$ cat src/rtl/fetch_stage.sv
// fetch_stage: instruction fetch with single-outstanding imem handshake.
// Ports: clk/rst_n (sync, active-low); StallF/StallD/FlushD from hazard
//   unit; PCSrcE/PCTargetE redirect from execute; ImemReq/ImemAddr/
//   ImemReady request side; ImemRValid/ImemRData response side;
//   InstrD/PCD/PCPlus4D/ValidD IF/ID register.
// Option: define FETCH_PERF_CNT_EN to add FetchCount and DropCount.
module fetch_stage #(
    parameter logic [31:0] RESET_PC  = 32'h0000_0000,
    parameter logic [31:0] NOP_INSTR = 32'h0000_0013
) (
    input  logic        clk,
    input  logic        rst_n,
    input  logic        StallF,
    input  logic        StallD,
    input  logic        FlushD,
    input  logic        PCSrcE,
    input  logic [31:0] PCTargetE,
    output logic        ImemReq,
    output logic [31:0] ImemAddr,
    input  logic        ImemReady,
    input  logic        ImemRValid,
    input  logic [31:0] ImemRData,
    output logic [31:0] InstrD,
    output logic [31:0] PCD,
    output logic [31:0] PCPlus4D,
    output logic        ValidD
`ifdef FETCH_PERF_CNT_EN
    ,
    output logic [31:0] FetchCount,
    output logic [31:0] DropCount
`endif
);

    typedef enum logic [1:0] {
        REQ,
        WAIT,
        HOLD
    } state_t;

    state_t      state;
    logic [31:0] pcf;
    logic [31:0] pco;
    logic [31:0] hold_instr;
    logic        drop;

    logic [31:0] target;
    logic        accept;
    logic        rsp_drop;
    logic        rsp_keep;
    logic        hold_drop;
    logic        load;
    logic [31:0] load_instr;
    logic        unused_tgt;

    // Redirect targets are word aligned; the low bits are ignored.
    assign target     = {PCTargetE[31:2], 2'b00};
    assign unused_tgt = ^PCTargetE[1:0];

    assign ImemReq  = rst_n && (state == REQ) && !StallF && !PCSrcE;
    assign ImemAddr = pcf;
    assign accept   = ImemReq && ImemReady;

    // A response is stale if a redirect arrived while it was in flight,
    // including a redirect in the very cycle the response shows up.
    assign rsp_drop  = (state == WAIT) && ImemRValid && (drop || PCSrcE);
    assign rsp_keep  = (state == WAIT) && ImemRValid && !drop && !PCSrcE;
    assign hold_drop = (state == HOLD) && PCSrcE;

    assign load = (rsp_keep && !StallD)
                || ((state == HOLD) && !PCSrcE && !StallD);
    assign load_instr = (state == HOLD) ? hold_instr : ImemRData;

    always_ff @(posedge clk) begin
        if (!rst_n) begin
            state      <= REQ;
            pcf        <= {RESET_PC[31:2], 2'b00};
            pco        <= '0;
            hold_instr <= '0;
            drop       <= 1'b0;
            InstrD     <= NOP_INSTR;
            PCD        <= '0;
            PCPlus4D   <= '0;
            ValidD     <= 1'b0;
        end else begin
            unique case (state)
                REQ: begin
                    if (PCSrcE) begin
                        pcf <= target;
                    end else if (accept) begin
                        pco   <= pcf;
                        pcf   <= pcf + 32'd4;
                        state <= WAIT;
                    end
                end
                WAIT: begin
                    if (PCSrcE) begin
                        pcf <= target;
                    end
                    if (rsp_drop) begin
                        drop  <= 1'b0;
                        state <= REQ;
                    end else if (rsp_keep) begin
                        if (StallD) begin
                            hold_instr <= ImemRData;
                            state      <= HOLD;
                        end else begin
                            state <= REQ;
                        end
                    end else if (PCSrcE) begin
                        drop <= 1'b1;
                    end
                end
                HOLD: begin
                    if (PCSrcE) begin
                        pcf   <= target;
                        state <= REQ;
                    end else if (!StallD) begin
                        state <= REQ;
                    end
                end
                default: state <= REQ;
            endcase

            if (FlushD) begin
                InstrD   <= NOP_INSTR;
                PCD      <= '0;
                PCPlus4D <= '0;
                ValidD   <= 1'b0;
            end else if (StallD) begin
                ValidD <= ValidD;
            end else if (load) begin
                InstrD   <= load_instr;
                PCD      <= pco;
                PCPlus4D <= pco + 32'd4;
                ValidD   <= 1'b1;
            end else begin
                InstrD   <= NOP_INSTR;
                PCD      <= '0;
                PCPlus4D <= '0;
                ValidD   <= 1'b0;
            end
        end
    end

`ifdef FETCH_PERF_CNT_EN
    always_ff @(posedge clk) begin
        if (!rst_n) begin
            FetchCount <= '0;
            DropCount  <= '0;
        end else begin
            if (load && !FlushD) begin
                FetchCount <= FetchCount + 32'd1;
            end
            if (rsp_drop || hold_drop) begin
                DropCount <= DropCount + 32'd1;
            end
        end
    end
`endif

endmodule

$ cat config.mk
export PLATFORM = sky130hd
export DESIGN_NAME = fetch_stage
export DESIGN_NICKNAME = d
export VERILOG_FILES = /design/src/rtl/fetch_stage.sv
export SDC_FILE = /design/constraint.sdc
export NUM_CORES = 1
export LEC_CHECK = 0
export ABC_AREA = 1
export ABC_CLOCK_PERIOD_IN_PS = 2100
export BUFFER_PORTS_ARGS = -buffer_cell sky130_fd_sc_hd__buf_2
export CAP_MARGIN = 20
export CORE_MARGIN = 2
export CORE_UTILIZATION = 55
export DETAILED_ROUTE_END_ITERATION = 8
export MAX_ROUTING_LAYER = met4
export PLACE_DENSITY = 0.87
export SLEW_MARGIN = 20
export SYNTH_ARGS = -nofsm -noshare
export SYNTH_HDL_FRONTEND = slang
export SYNTH_SLANG_ARGS = --single-unit
$ cat constraint.sdc
create_clock -name clk -period 2.1 [get_ports clk]
set_input_delay 0.42 -clock clk [delete_from_list [all_inputs] [get_ports clk]]
set_output_delay 0.42 -clock clk [all_outputs]
set_load 0.01 [all_outputs]
Word-level counts from Yosys, hierarchy flattened:

Cells that the tools add are included.

* input port bits: 72
* logic and storage cells: 70
* output and inout port bits: 130
* bits in registers: 196

* add/subtract/negate cells: 2
* reductions and logical operators: 27
* bitwise gates (word level): 3
* multiplexer cells: 20
* eq/ne operators: 9

Operators with widths (number)
* 32-bit two-way mux: 7
* 32-bit by 3-bit adder with 32-bit output (second input constant): 2
* 32-bit one-hot mux with 2 select lines: 1
* 2-bit two-way mux: 7
* 1-bit logical AND: 11
* 3-bit != test (second input constant): 3
* 3-bit AND reduction: 3
* 4-bit AND reduction: 2
* 2-bit != test (second input constant): 3
* 2-bit one-hot mux with 3 select lines: 1
* 1-bit zero test: 4
* 1-bit two-way mux: 4
* 2-bit nonzero test: 2
* 2-bit OR reduction: 2
* 1-bit NOT: 3
* 2-bit by 1-bit == test with 1-bit output (second input constant): 1
* 2-bit == test (second input constant): 1
* 2-bit zero test: 1
* 1-bit logical OR: 2
* 2-bit by 1-bit != test with 1-bit output (second input constant): 1

Logic depth before layout (Yosys ltp):

* depth after elaboration: 8
* gate-level depth with buffers: 12
* mapped depth without buffers: 12

Worst setup path before layout:

No wires, ideal clock.

* kind: register to register
* from: register state[1]
* to: register InstrD[10]
* arrival: 1.537 ns
* period minus slack after synthesis: 1.655 ns
* slack: 0.445 ns
* buffers on the path: 2
* library setup time: 0.118 ns
* cell stages (with the launch flop): 13
* required time: 1.982 ns
* path through: dfxtp_1 -> inv_1 -> ha_1 -> nand2_1 -> clkinv_1 -> nand2_2 -> nand2_2 -> nand2_4 -> nor2_8 -> inv_2 -> buf_6 -> buf_6 -> o21ai_2

* word-level cells in the longest chain between the ends: 7
* elaborated cells between the ends (all ways): 11
* those cells by class: eq/ne: 2; mux: 2; reduce/logical: 7

Ends and longest elaborated chain
* from (decl): line 40 `state_t state;`
* from (signal assigned): line 75 `state <= REQ;`
* from (signal assigned): line 92 `state <= WAIT;`
* from (signal assigned): line 101 `state <= REQ;`
* 2-bit by 1-bit == test with 1-bit output: line 66 `assign rsp_keep = (state == WAIT) && ImemRValid && !drop && !PCSrcE;`
* 1-bit logical AND (3 in series): line 66
* 1-bit logical AND: line 69 `assign load = (rsp_keep && !StallD)`
* 1-bit logical OR: line 70 `|| ((state == HOLD) && !PCSrcE && !StallD);`
* 32-bit two-way mux *: line 131 `end else if (load) begin`
* to (signal assigned): line 132 `InstrD <= load_instr;`
* to (decl): line 23 `output logic [31:0] InstrD,`

Every way passes the cells marked *; elsewhere a longest branch is shown, timed or not.
A chain may end at the register's enable or synchronous reset.

Worst setup path in the final report:

* from: register state[1]
* to: output ImemReq

* word-level cells in the longest chain between the ends: 4

Ends and longest elaborated chain
* 2-bit zero test: line 59 `assign ImemReq = rst_n && (state == REQ) && !StallF && !PCSrcE;`
* 1-bit logical AND (3 in series): line 59
* to (decl): line 18 `output logic ImemReq,`

No other way between the ends.

==> run metrics <==
initial antenna violation count=0; CTS tree=yes; Die W=133 microns; met3 usage=5.63%; register area share after synthesis=41.3%; startpoint types=flip-flop; Layout Nets=1535; Achievable Freq=487 MHz; P&R area growth vs syn=19.4%; port buffer count=197; Worst Tran Pin Value=0.610 ns; Unique masters post-synth=43; Pre-antenna DRT Iters=6; post-synthesis compound-gate area fraction=18.0%; global-route wire length before repair=41.4 mm; Post-CTS Setup Repair Bufs=0; Worst Path Arrival=1.63 ns; met2 usage=48.2%; Yosys reg bits=189; # setup viols final=0; Clock Skew=0.0112 ns; Critical Path Source=state[1]; post-route setup slack=0.0468 ns; Max-slew headroom=59.4%; Critical R2R Launch=state[1]; post-synthesis mux area share=2.62%; core area=16400 sq um; Antenna Cells=0; final antenna-violating net count=0; post-layout util=66.7%; xor-xnor portion of the synthesized cell area=1.05%; crit-path max FO=4; Mapped Area=9160 sq um; synthesized instance count=1287; crit path time final=2.05 ns; drt via density=5.51; vias in the first global route=8474; GPL Wtd Cong=0.956; Post-DP Area=10300 sq um; share of cells above drive strength 1=22.5%; GRT Total Usage=29.9%; # DRC=0; Post-Route WL=26.0 mm; ys flop type=dfxtp_1; RSZ-0062 raised after global routing=yes; Root Buffer=clkbuf_16; CTS max path bufs=2; final hold viol count=0; critical path class=flip-flop to output port; Worst EP required=1.68 ns; Clock Latency Late Sink=0.44 ns; P per Cell Area=944 nW/um^2; Yosys warning total=0; post-DP HPWL=18.4 mm; fin crit share=97.8%; Die ar.=17700 sq um; met1 Resource Use GR=37.5%; Hold WC Path Type=input port to flip-flop; largest family of logic cells by synthesized area=simple AND/OR/NAND/NOR gates; Clock transition at path regs=0.07 ns; Syn Area/Cell=7.12 sq um; Max VDD drop=620 uV; number of I/O pins=202; Starting Density=55.8%; CTS Buf Count=17; Post-Synth Adder-Cell Area=0.956%; outcome=complete, no violations; GRT overflow=0; post-synthesis simple-gate area fraction=27.3%; Die Span Y=133 microns; Sink Count=189; MaxCap Viol Count=0; hold_sp=PCTargetE[2]; ys async rst share=0%; Routed wire per std cell=15.4 microns; row count=47; DR iter-0 viols=777; Worst setup EP type=output port; Non-Filler Cell Area, Final=10900 sq um; GR peak layer=met2; Post-synth EDFFs=0; Setup WS pre-CTS=0.147 ns; Final Max Slew Viols=0; Max H-tree Level=4; Static Leak=4.39 nW; largest net degree at the start of global routing=65; via count=9304
## logic make-up after synthesis
family | count (synthesis)
and+or+nand+nor | 587
buffers and inverters | 182
AOI/OAI and AO/OA | 286
adders and majority gates | 7
DFF | 189
muxes | 24
other | 1
xor gates and xnor gates | 11
## path summary, 6_finish.rpt
kind	slack, ns	endpoint	depth (start not counted)
setup reg to reg	0.10	ImemAddr[22]	11
setup / recovery	0.05	ImemReq	5
hold / removal	0.27	ImemAddr[2]	3
hold reg to reg	0.45	hold_instr[7]	2
## power breakdown
part           total [W]  switching, W  internal, W
sequential       0.00433      0.000456      0.00387
combinational    0.00271       0.00172     0.000990
clock            0.00329       0.00155      0.00174
total             0.0103       0.00373      0.00660
## cells in the mapped netlist (4+ instances only)
library cell / instances / share of area (%)
nand2_2: 11 / 0.75
clkbuf_1: 30 / 1.2
o21ai_1: 6 / 0.33
nor2_2: 6 / 0.41
nand4_1: 10 / 0.68
nor3_1: 7 / 0.38
a22oi_1: 14 / 1.1
inv_2: 4 / 0.16
nand3_1: 113 / 6.2
xor2_1: 10 / 0.96
o21ai_0: 106 / 5.8
a21oi_2: 8 / 0.76
buf_4: 8 / 0.66
mux2i_1: 24 / 2.6
a31oi_1: 5 / 0.34
ha_1: 7 / 0.96
inv_1: 102 / 4.2
o21ai_2: 30 / 2.9
buf_2: 21 / 1.1
nor2_1: 160 / 6.6
buf_1: 7 / 0.29
dfxtp_1: 189 / 41
nand2_1: 267 / 11
buf_6: 8 / 0.98
a21oi_1: 110 / 6.0
## registers in the layout, summed over array words and instances, names as in the netlist
| name | count |
|---|---|
| ValidD | 1 |
| drop | 1 |
| pco | 30 |
| InstrD | 32 |
| ImemAddr | 30 |
| hold_instr | 32 |
| PCD | 31 |
| state | 2 |
| PCPlus4D | 30 |
## worst max-delay path: stages (launching register included)
cell and delay [ns]:
dfxtp_1 0.34, inv_1 0.13, ha_2 0.25, nand2_1 0.12, nor3_4 0.19, buf_2 0.17
## layout make-up
type                       instances  area, sq um
timing repair buffer             221         1240
inverter                         108          405
tap                              220          275
multi-input combinational        919         4630
sequential                       189         3780
clock buffer                      18          439
fill                            1397         5470
clock inverter                    14          165
## cells in the final DEF, fill, tap and decap left out, types with 8 or more instances in the layout
cell type  count
nand2_2       11
nand4_1       10
nor2_2         8
o21ai_2       30
buf_4         19
mux2i_1       24
inv_1        102
xor2_1        10
a21oi_2        8
buf_2        196
clkbuf_16     17
a22oi_1       14
nand2_1      267
a21oi_1      110
dfxtp_1      189
nor2_1       158
o21ai_0      106
nand3_1      113
## routing by layer
| metal | vias to the layer above | wire length, microns |
|---|---|---|
| met2 | 446 | 12300 |
| met3 | 59 | 2150 |
| met5 | - | 0 |
| met1 | 4236 | 10900 |
| li1 | 4563 | - |
| met4 | 0 | 686 |
## metrics by stage
step                      instances  hold WS, ns  power, W  setup TNS [ns]
after floorplan                1288        0.423   0.00617               0
after global placement         1655        0.429   0.00692               0
after detailed placement       1655        0.434   0.00699               0
after CTS                      1687        0.252    0.0103               0
after global routing           1689        0.271    0.0108         -0.0464
final                          1689        0.266    0.0103               0
## repair_timing
action,CTS,global route
hold buffers,0,0
pin swaps,0,2
gates cloned,0,2
setup endpoints to repair,1,3
gates resized for setup,2,2
Power figures use the tool's default switching activity.
